$ cat src/rtl/out_select_sequencer.sv
// out_select_sequencer
//   Drives the 1-based select code for the downstream output decoder. Code 0
//   means all outputs off. Codes 1..NUM_OUTS are stepped through in one of two
//   ways: automatically, holding each code for a programmable dwell time, or
//   by one code per step pulse. All outputs are registered so that they can
//   feed the decoder directly.
//
//   The default SEL_SIZE is 4 because encoding eight outputs plus the
//   all-off code needs four bits.
//
// Ports
//   clk        in   1            system clock, rising edge
//   rst        in   1            asynchronous reset, active-high
//   start      in   1            one-cycle pulse; begins a sequence from IDLE
//   stop       in   1            one-cycle pulse; aborts to IDLE
//   step_mode  in   1            sampled with start: 0 = auto scan, 1 = manual step
//   step       in   1            advance pulse, honoured only in STEP
//   dwell      in   DWELL_WIDTH  extra cycles each code is held in SCAN
//   sel        out  SEL_SIZE     select code; 0 = none, 1..NUM_OUTS active
//   busy       out  1            high in SCAN or STEP
//   wrap       out  1            one-cycle pulse when sel wraps NUM_OUTS -> 1
//
// State | meaning
// ------+-----------------------------------------------------------
// IDLE  | sel = 0, waiting for start
// SCAN  | auto advance every dwell+1 cycles until stop
// STEP  | advance once per step pulse until stop

module out_select_sequencer #(
    parameter int SEL_SIZE    = 4,
    parameter int NUM_OUTS    = 8,
    parameter int DWELL_WIDTH = 8
) (
    input  logic                   clk,
    input  logic                   rst,
    input  logic                   start,
    input  logic                   stop,
    input  logic                   step_mode,
    input  logic                   step,
    input  logic [DWELL_WIDTH-1:0] dwell,
    output logic [SEL_SIZE-1:0]    sel,
    output logic                   busy,
    output logic                   wrap
);

    if (NUM_OUTS < 1 || NUM_OUTS > (2 ** SEL_SIZE) - 1) begin : g_param_check
        $fatal(1, "out_select_sequencer: NUM_OUTS must be in 1..2**SEL_SIZE-1");
    end

    localparam logic [SEL_SIZE-1:0]    SEL_ONE  = SEL_SIZE'(1);
    localparam logic [SEL_SIZE-1:0]    SEL_LAST = SEL_SIZE'(NUM_OUTS);
    localparam logic [DWELL_WIDTH-1:0] CNT_ZERO = '0;
    localparam logic [DWELL_WIDTH-1:0] CNT_ONE  = DWELL_WIDTH'(1);

    typedef enum logic [1:0] {
        IDLE = 2'd0,
        SCAN = 2'd1,
        STEP = 2'd2
    } state_t;

    state_t                 state, state_nxt;
    logic [DWELL_WIDTH-1:0] cnt, cnt_nxt;
    logic [SEL_SIZE-1:0]    sel_nxt;
    logic                   busy_nxt;
    logic                   wrap_nxt;
    logic                   advance;

    // State register; outputs are registered alongside the state.
    always_ff @(posedge clk or posedge rst) begin
        if (rst) begin
            state <= IDLE;
            cnt   <= CNT_ZERO;
            sel   <= '0;
            busy  <= 1'b0;
            wrap  <= 1'b0;
        end else begin
            state <= state_nxt;
            cnt   <= cnt_nxt;
            sel   <= sel_nxt;
            busy  <= busy_nxt;
            wrap  <= wrap_nxt;
        end
    end

    // Next-state logic. stop is a no-op in IDLE, so start always wins there;
    // start while busy is ignored.
    always_comb begin
        state_nxt = state;
        case (state)
            IDLE:    if (start) state_nxt = step_mode ? STEP : SCAN;
            SCAN:    if (stop)  state_nxt = IDLE;
            STEP:    if (stop)  state_nxt = IDLE;
            default: state_nxt = IDLE;
        endcase
    end

    // Next-output logic. The dwell counter is a down-counter: a code advances
    // when it reaches zero, and dwell is re-sampled only on that reload.
    always_comb begin
        sel_nxt  = sel;
        cnt_nxt  = cnt;
        wrap_nxt = 1'b0;
        advance  = 1'b0;

        case (state)
            IDLE: begin
                sel_nxt = '0;
                cnt_nxt = CNT_ZERO;
                if (start) begin
                    sel_nxt = SEL_ONE;
                    cnt_nxt = step_mode ? CNT_ZERO : dwell;
                end
            end
            SCAN: begin
                if (stop) begin
                    sel_nxt = '0;
                    cnt_nxt = CNT_ZERO;
                end else if (cnt == CNT_ZERO) begin
                    advance = 1'b1;
                    cnt_nxt = dwell;
                end else begin
                    cnt_nxt = cnt - CNT_ONE;
                end
            end
            STEP: begin
                if (stop) begin
                    sel_nxt = '0;
                    cnt_nxt = CNT_ZERO;
                end else if (step) begin
                    advance = 1'b1;
                end
            end
            default: begin
                sel_nxt = '0;
                cnt_nxt = CNT_ZERO;
            end
        endcase

        if (advance) begin
            if (sel == SEL_LAST) begin
                sel_nxt  = SEL_ONE;
                wrap_nxt = 1'b1;
            end else begin
                sel_nxt = sel + SEL_ONE;
            end
        end

        busy_nxt = (state_nxt != IDLE);
    end

endmodule

$ cat config.mk
export PLATFORM = sky130hd
export DESIGN_NAME = out_select_sequencer
export DESIGN_NICKNAME = d
export VERILOG_FILES = /design/src/rtl/out_select_sequencer.sv
export SDC_FILE = /design/constraint.sdc
export NUM_CORES = 1
export LEC_CHECK = 0
export CORE_MARGIN = 2
export CORE_UTILIZATION = 45
export CTS_CLUSTER_SIZE = 16
export DETAILED_ROUTE_END_ITERATION = 12
export GPL_ROUTABILITY_DRIVEN = 0
export PLACE_DENSITY = 0.81
export SYNTH_ARGS = -nofsm -noshare
export SYNTH_HDL_FRONTEND = slang
export SYNTH_SLANG_ARGS = --single-unit
$ cat constraint.sdc
create_clock -name clk -period 2.2 [get_ports clk]
set_clock_uncertainty 0.05 [all_clocks]
set_input_delay 0.44 -clock clk [delete_from_list [all_inputs] [get_ports clk]]
set_output_delay 0.44 -clock clk [all_outputs]
set_load 0.01 [all_outputs]
### After elaboration in Yosys (flattened, before gate mapping)

Index checks and enable logic that the tools add are counted.

| cells by class | value |
|---|---|
| order comparisons | 0 |
| add/subtract/negate cells | 2 |
| $mul | 0 |
| bitwise logic cells | 0 |
| shifts and indexed selects | 0 |
| reduce and logical (&&, ||, !) cells | 4 |
| div/mod/pow operators | 0 |
| equal/unequal tests | 5 |
| multiplexer cells | 22 |

Operator list:

| operator | count |
|---|---|
| two-way mux 8 bit | 5 |
| case mux 8 bit (3 select lines) | 1 |
| two-way mux 4 bit | 3 |
| zero test 8 bit | 1 |
| case mux 4 bit (2 select lines) | 1 |
| subtractor 8 x 1 -> 8 bit, second input constant | 1 |
| two-way mux 1 bit | 7 |
| two-way mux 2 bit | 3 |
| adder 4 x 1 -> 4 bit, second input constant | 1 |
| == test 4 bit, second input constant | 1 |
| case mux 2 bit (2 select lines) | 1 |
| inequality test 3 x 1 -> 1 bit, second input constant | 1 |
| == test 2 x 1 -> 1 bit, second input constant | 1 |
| == test 2 bit, second input constant | 1 |
| zero test 2 bit | 1 |
| inequality test 2 bit, second input constant | 1 |
| case mux 1 bit (2 select lines) | 1 |
| nonzero test 2 bit | 1 |
| OR reduction 2 bit | 1 |

| word-level totals | value |
|---|---|
| bits in latches | 0 |
| memories | 0 |
| bits in writable memories | 0 |
| bits in registers | 16 |
| ROM bits | 0 |

### Logic depth before layout (Yosys ltp)

Gate-level depths: netlist (run 1).

| depth | value |
|---|---|
| depth after elaboration | 5 |
| mapped depth | 7 |

### Worst setup path before layout (run 1)

OpenSTA, ideal clock, no wires.

| path | value |
|---|---|
| path kind | flip-flop to flip-flop |
| from | register cnt[0] |
| to | register cnt[6] |
| setup slack | 0.463 ns |
| required time | 2.024 ns |
| stages on the path, launching flop included | 7 |
| period minus slack after synthesis | 1.737 ns |
| buffers on the path | 0 |
| library setup time | 0.126 ns |
| arrival time | 1.561 ns |
| cell sequence | dfrtp_1 -> inv_1 -> ha_1 -> or3b_1 -> o31ai_1 -> a21oi_1 -> a221o_1 |

| on the way | value |
|---|---|
| cells in the longest elaborated chain, start to end | 4 |
| elaborated cells on any way between the ends | 5 |

Ends and longest elaborated chain:

| item | line | RTL |
|---|---|---|
| from (decl) | 62 | `logic [DWELL_WIDTH-1:0] cnt, cnt_nxt;` |
| from (signal assigned) | 78 | `cnt <= cnt_nxt;` |
| subtractor 8 x 1 -> 8 bit or zero test 8 bit (tied branches) | 122, 118 |  |
| two-way mux 8 bit * | 118 | `end else if (cnt == CNT_ZERO) begin` |
| two-way mux 8 bit * | 115 | `if (stop) begin` |
| case mux 8 bit (3 select lines) * | 105 | `case (state)` |

Every way passes the cells marked *; elsewhere a longest branch is shown, timed or not.
A chain may end at the register's enable or synchronous reset.

### Final worst setup path (run 1)

| path | value |
|---|---|
| from | register cnt[0] |
| to | register cnt[5] |

The elaborated chain is that of the path after synthesis.

==> impl_metrics.toml, run 1 <==
[place]
port_buffers = 19
placed_area_mm2 = 0.00132
dp.cells = 163
dp.final_hpwl_mm = 1.78

[sta]
hold_ws_ns = 0.456
max_freq_ghz = 0.510
rsz0062_at_grt = "no"
hold_violations = 0
post-route-min-period_ns = 1.96
fin_crit_sh_pct = 89.2
relSlewSlack_pct = 59.1
finalSetupViolations = 0
setup_tns_ns = 0
tightest_slew_ns = 0.613
slew_viol_final = 0

[layout]
fin_cells = 167
final_common_cell = "clkdlybuf4s50_1"
filler_cell_count = 206
antenna_cells = 0
mostFrequentLayoutCells = "clkdlybuf4s50_1, dfrtp_1, inv_1"
nets = 162
syn2layout_area_growth_pct = 25.4
regArea_um2 = 400
final_area_mm2 = 0.00135
layout-drive-gt1-share_pct = 10.8
multi_input_area_um2 = 634

[global_route]
antenna_found_initial = 0
overflow = 0
grt_pass1_vias = 866
grt_usage_pct = 19.5
grt_pass1_wl_mm = 3.93
grt_max_degree = 17

[clock_network]
clk_pin_slew_worst_paths_ns = 0.10
cts_tree = "built"
cts_root_buf = "clkbuf_4"
clock_sinks = 16
clk_latency_ns = 0.30
cts_hold_buf = 0
cts_max_path_buffers = 2
post_cts_buffers = 0
h-tree-depth = 1
cts_resized = 0
cts_made_buffers = 3

[synth]
syn_inst = 114
synthArstFlopShare_pct = 100
yosysUniqueCellTypes = 40
synth_area_mm2 = 0.00108
ys_seq_elements = 16
yosysWarnings = 0
ys.flop_type = "dfrtp_1"
synthesis.nets = 136
synth_edf_count = 0
syn_area_per_cell_um2 = 9.46
synth-seq-area-share_pct = 37.1

[setup_path]
cp.required_ns = 2.33
startpoint_type = "register"
rrSetupSlack_ns = 0.24
startpoint = "cnt[0]$_DFFE_PP0P_"
critical_path_class = "reg -> reg"
rr_worst_depth = 6
r2r-end = "cnt[5]$_DFFE_PP0P_"
cp_slowest_cell = "dfrtp_1"
end_kind = "register"
arrival_ns = 2.09
r2r-start = "cnt[0]$_DFFE_PP0P_"
cp_cell_sequence = "inv_1 -> ha_1 -> nor4b_2 -> a211o_2 -> o21ai_0 -> a221o_1"
cpPeakStageDelay_ns = 0.46
critPathMaxFanout = 11

[floorplanning]
start_util_pct = 48.3
die_height_um = 53.0
die-area_mm2 = 0.00280
fp-row-count = 17
ios = 20
coreArea_mm2 = 0.00223
chipWidth_um = 53.0

[pwr]
leakagePower_nw = 0.578
ir_drop_v = 0.000833
p_sw_w = 0.000633
swShare_pct = 41.6
power_density_mw_per_mm2 = 1130
pwr-share-comb_pct = 53.8
clockPowerShare_pct = 13.0
p_seq_share_pct = 33.2
intPower_w = 0.000889
p_total_w = 0.00152

[routing]
drtIter0Drc = 25
wl_met1_mm = 1.02
met2_length_mm = 1.16
routed_wl_mm = 2.32
ant_nets = 0
route.met3.wl_um = 114
via_count = 949
dr.pass1.iters = 4
avgRoutedWirePerCell_um = 13.9
drc_errors = 0
top_layer = "met4"
vias_per_cell = 5.68

[min_path]
hold_class = "in -> async"

[status]
outcome = "finished clean"

[flow_run]
drv_cap = 0
per-layer routing:
| layer | vias to the layer above | track usage, % |
|---|---|---|
| met1 | 447 | 25.5 |
| met5 | - | 0 |
| met3 | 4 | 5.93 |
| li1 | 478 | - |
| met2 | 20 | 30.4 |
| met4 | 0 | 6.84 |
critical path, delay by kind of cell, from the launching register on:
| kind | cells | cell delay (ns) |
|---|---|---|
| AOI/OAI and AO/OA | 3 | 0.70 |
| adders and majority gates | 1 | 0.20 |
| buffers and inverters | 1 | 0.12 |
| DFF | 1 | 0.46 |
| and+or+nand+nor | 1 | 0.30 |
cells in the mapped netlist (2+ instances only):
| cell type | count | area (um2) |
|---|---|---|
| o211ai_1 | 4 | 30.0 |
| inv_1 | 9 | 33.8 |
| nand2b_1 | 2 | 12.5 |
| o21bai_1 | 2 | 15.0 |
| nor2b_1 | 7 | 43.8 |
| a22o_1 | 2 | 17.5 |
| nor3_1 | 3 | 15.0 |
| a21oi_1 | 7 | 35.0 |
| ha_1 | 8 | 100 |
| nor2_1 | 6 | 22.5 |
| nor3b_1 | 3 | 22.5 |
| nand3_1 | 4 | 20.0 |
| dfrtp_1 | 16 | 400 |
| nand4_1 | 2 | 12.5 |
| o22ai_1 | 2 | 12.5 |
| nand2_1 | 4 | 15.0 |
| o21ai_0 | 5 | 25.0 |
| a221o_1 | 5 | 50.1 |
| and3b_1 | 2 | 17.5 |
worst max-delay path by stage:
| stage | cells past startpoint | slack [ns] | end |
|---|---|---|---|
| after floorplan | 6 | 0.46 | cnt[6]$_DFFE_PP0P_ |
| after global placement | 5 | 0.15 | cnt[5]$_DFFE_PP0P_ |
| after detailed placement | 5 | 0.08 | sel[1]$_DFFE_PP0P_ |
| after CTS | 6 | 0.12 | cnt[5]$_DFFE_PP0P_ |
| after global routing | 6 | 0.06 | cnt[5]$_DFFE_PP0P_ |
| final | 6 | 0.24 | cnt[5]$_DFFE_PP0P_ |
cell families after synthesis:
logic type	Yosys count	share of synthesized area [%]
AOI/OAI and AO/OA	35	23.3
adders and majority gates	8	9.28
buffers and inverters	10	4.18
DFF	16	37.1
muxes	1	0.928
and+or+nand+nor	44	25.2
flip-flops by register name, indices dropped and copies added, names as in the netlist:
| name | cells |
|---|---|
| state | 2 |
| sel | 4 |
| cnt | 8 |
| wrap | 1 |
| busy | 1 |
power groups by stage:
stage | sequential (W) | clock (W) | combinational [W]
after floorplan | 0.000491 | 0 | 0.000594
after global placement | 0.000505 | 0 | 0.000781
after detailed placement | 0.000507 | 0 | 0.000817
after CTS | 0.000504 | 0.000205 | 0.000819
after global routing | 0.000523 | 0.000220 | 0.000911
final | 0.000506 | 0.000198 | 0.000819
through the flow:
step / worst slack (ns) / utilization [%]
6_report: 0.239 / 60.6
5_1_grt: 0.0615 / 60.6
4_1_cts: 0.119 / 60.5
3_5_place_dp: 0.0792 / 58.9
3_3_place_gp: 0.147 / 58.9
2_1_floorplan: 0.463 / -
cell type report:
class	count	share of cell area [%]
well taps	28	2.59
flip-flops and latches	16	29.6
repair buffers	22	15.7
inverters	9	2.50
multi-input cells	88	46.9
clock buffers	4	2.68
No activity file was read; power rests on OpenSTA's default activity.
==> inputs of run 2 (changes only) <==
CELL_PAD_IN_SITES_DETAIL_PLACEMENT = 1   (was default)
CELL_PAD_IN_SITES_GLOBAL_PLACEMENT = 2   (was default)
CORE_UTILIZATION = 33   (was 45)
CTS_BUF_LIST = sky130_fd_sc_hd__clkbuf_8   (was default)
PLACE_DENSITY = 0.91   (was 0.81)
==> run 2 against run 1 <==
  * Global-route usage is 1.5 points lower
  * Utilization fell by 15 points
  * Via count is 5.5% higher
  * Final cell count up 11%
  * Count of clock-buffer cells in the layout down 1
  * Largest power group unchanged
  * Combinational power rose by 12%
  * First-iteration DRC count is 8.0% higher
  * Power increased by 6.9%
  * Worst hold slack improved by 0.072 ns
  * Non-clock buffer count increased by 3
  * Clock power grew 16%
  * Design area increased by 3.5%
==> impl_metrics.toml, run 2 (synthesized netlist as in run 1, its figures left out) <==
[setup_path]
r2r-end = "cnt[5]$_DFFE_PP0P_"
rrSetupSlack_ns = 0.13
critical_path_class = "reg -> reg"
startpoint_type = "register"
critPathMaxFanout = 11
startpoint = "cnt[1]$_DFFE_PP0P_"
arrival_ns = 2.15
rr_worst_depth = 6
cp.required_ns = 2.28
critPathCapture = "cnt[5]$_DFFE_PP0P_"
r2r-start = "cnt[1]$_DFFE_PP0P_"
end_kind = "register"

[sta]
post-route-min-period_ns = 2.07
hold_violations = 0
tightest_slew_ns = 0.649
hold_ws_ns = 0.529
fin_crit_sh_pct = 94.0
finalSetupViolations = 0
rsz0062_at_grt = "no"
slew_viol_final = 0
setup_tns_ns = 0
max_freq_ghz = 0.484
relSlewSlack_pct = 56.7

[pwr]
leakagePower_nw = 0.594
power_density_mw_per_mm2 = 1160
ir_drop_v = 0.000461

[floorplanning]
start_util_pct = 35.0
fp-row-count = 20
coreArea_mm2 = 0.00308
die-area_mm2 = 0.00374
die_height_um = 61.2
ios = 20
chipWidth_um = 61.2

[global_route]
overflow = 0
grt_max_degree = 17
grt_usage_pct = 18.0
grt_pass1_vias = 1053
antenna_found_initial = 0
grt_pass1_wl_mm = 4.86

[layout]
antenna_cells = 0
regMostFlops = "cnt"
final_common_cell = "clkdlybuf4s50_1"
filler_cell_count = 374
reg_top3 = "cnt (8), sel (4), state (2)"
mostFrequentLayoutCells = "clkdlybuf4s50_1, dfrtp_1, inv_1"
syn2layout_area_growth_pct = 29.8
layout-drive-gt1-share_pct = 12.1
nets = 165
largest_register_ffs = 8

[flow_run]
drv_cap = 0

[routing]
dr.pass1.iters = 4
vias_per_cell = 5.41
routed_wl_mm = 2.98
via_count = 1001
avgRoutedWirePerCell_um = 16.1
drc_errors = 0
ant_nets = 0
drtIter0Drc = 27

[clock_network]
cts_root_buf = "clkbuf_8"
clk_latency_ns = 0.25
cts_tree = "built"
clock_sinks = 16
cts_made_buffers = 3
clk_pin_slew_worst_paths_ns = 0.07
h-tree-depth = 1
cts_max_path_buffers = 2

[min_path]
hold_class = "in -> async"

[place]
dp.final_hpwl_mm = 2.33
port_buffers = 19

[status]
outcome = "finished clean"
run 2: area by class of cell:
class                   instances  area (um2)  share of cell area (%)
multi-input cells              88         634                    45.3
flip-flops and latches         16         400                    28.6
repair buffers                 25         235                    16.8
well taps                      44        55.1                    3.93
clock buffers                   3        41.3                    2.95
inverters                       9        33.8                    2.41
run 2: what timing repair did:
item | CTS | global route
gates resized for setup | 1 | 0
buffers inserted | 0 | 0
endpoints found under the hold margin | 0 | 0
endpoints found under the setup margin | 1 | 0
hold buffers | 0 | 0
run 2: worst min-delay path by stage:
stage | from | to | slack, ns
finish | rst | wrap$_DFF_PP0_ | 0.53
global route | cnt[6]$_DFFE_PP0P_ | cnt[6]$_DFFE_PP0P_ | 0.58
CTS | cnt[6]$_DFFE_PP0P_ | cnt[6]$_DFFE_PP0P_ | 0.54
detailed placement | cnt[6]$_DFFE_PP0P_ | cnt[6]$_DFFE_PP0P_ | 0.53
global placement | cnt[6]$_DFFE_PP0P_ | cnt[6]$_DFFE_PP0P_ | 0.50
floorplan | rst | busy$_DFF_PP0_ | 0.30
run 2: power breakdown:
| part | total, W | switching (W) | internal, W |
|---|---|---|---|
| combinational | 0.000917 | 0.000483 | 0.000434 |
| clock | 0.000229 | 0.000107 | 0.000122 |
| sequential | 0.000483 | 0.0000972 | 0.000386 |
| total | 0.00163 | 0.000687 | 0.000941 |
run 2: per-layer routing:
layer | part of all wire [%] | wire [um] | track usage (%) | up-vias
li1 | - | - | - | 476
met1 | 44 | 1310 | 21.8 | 490
met2 | 49 | 1470 | 30.9 | 24
met3 | 3.8 | 114 | 3.15 | 11
met4 | 3.0 | 88 | 8.39 | 0
met5 | 0 | 0 | 0 | -
run 2: metrics by stage:
stage          instance area, um2  worst slack (ns)  cells  utilization, %  total power [W]
6_report                     1400             0.132    185            45.5          0.00163
5_1_grt                      1400           0.00846    185            45.5          0.00175
4_1_cts                      1400             0.123    185            45.5          0.00164
3_5_place_dp                 1360           -0.0383    182            44.1          0.00140
3_3_place_gp                 1360             0.116    182            44.1          0.00135
2_1_floorplan                1080             0.463    114               -          0.00109
run 2: critical path: stages (launching register included):
cell	delay, ns
dfrtp_1	0.43
inv_1	0.10
ha_1	0.20
nor4b_2	0.36
a211o_2	0.33
o21ai_0	0.16
a221o_1	0.32
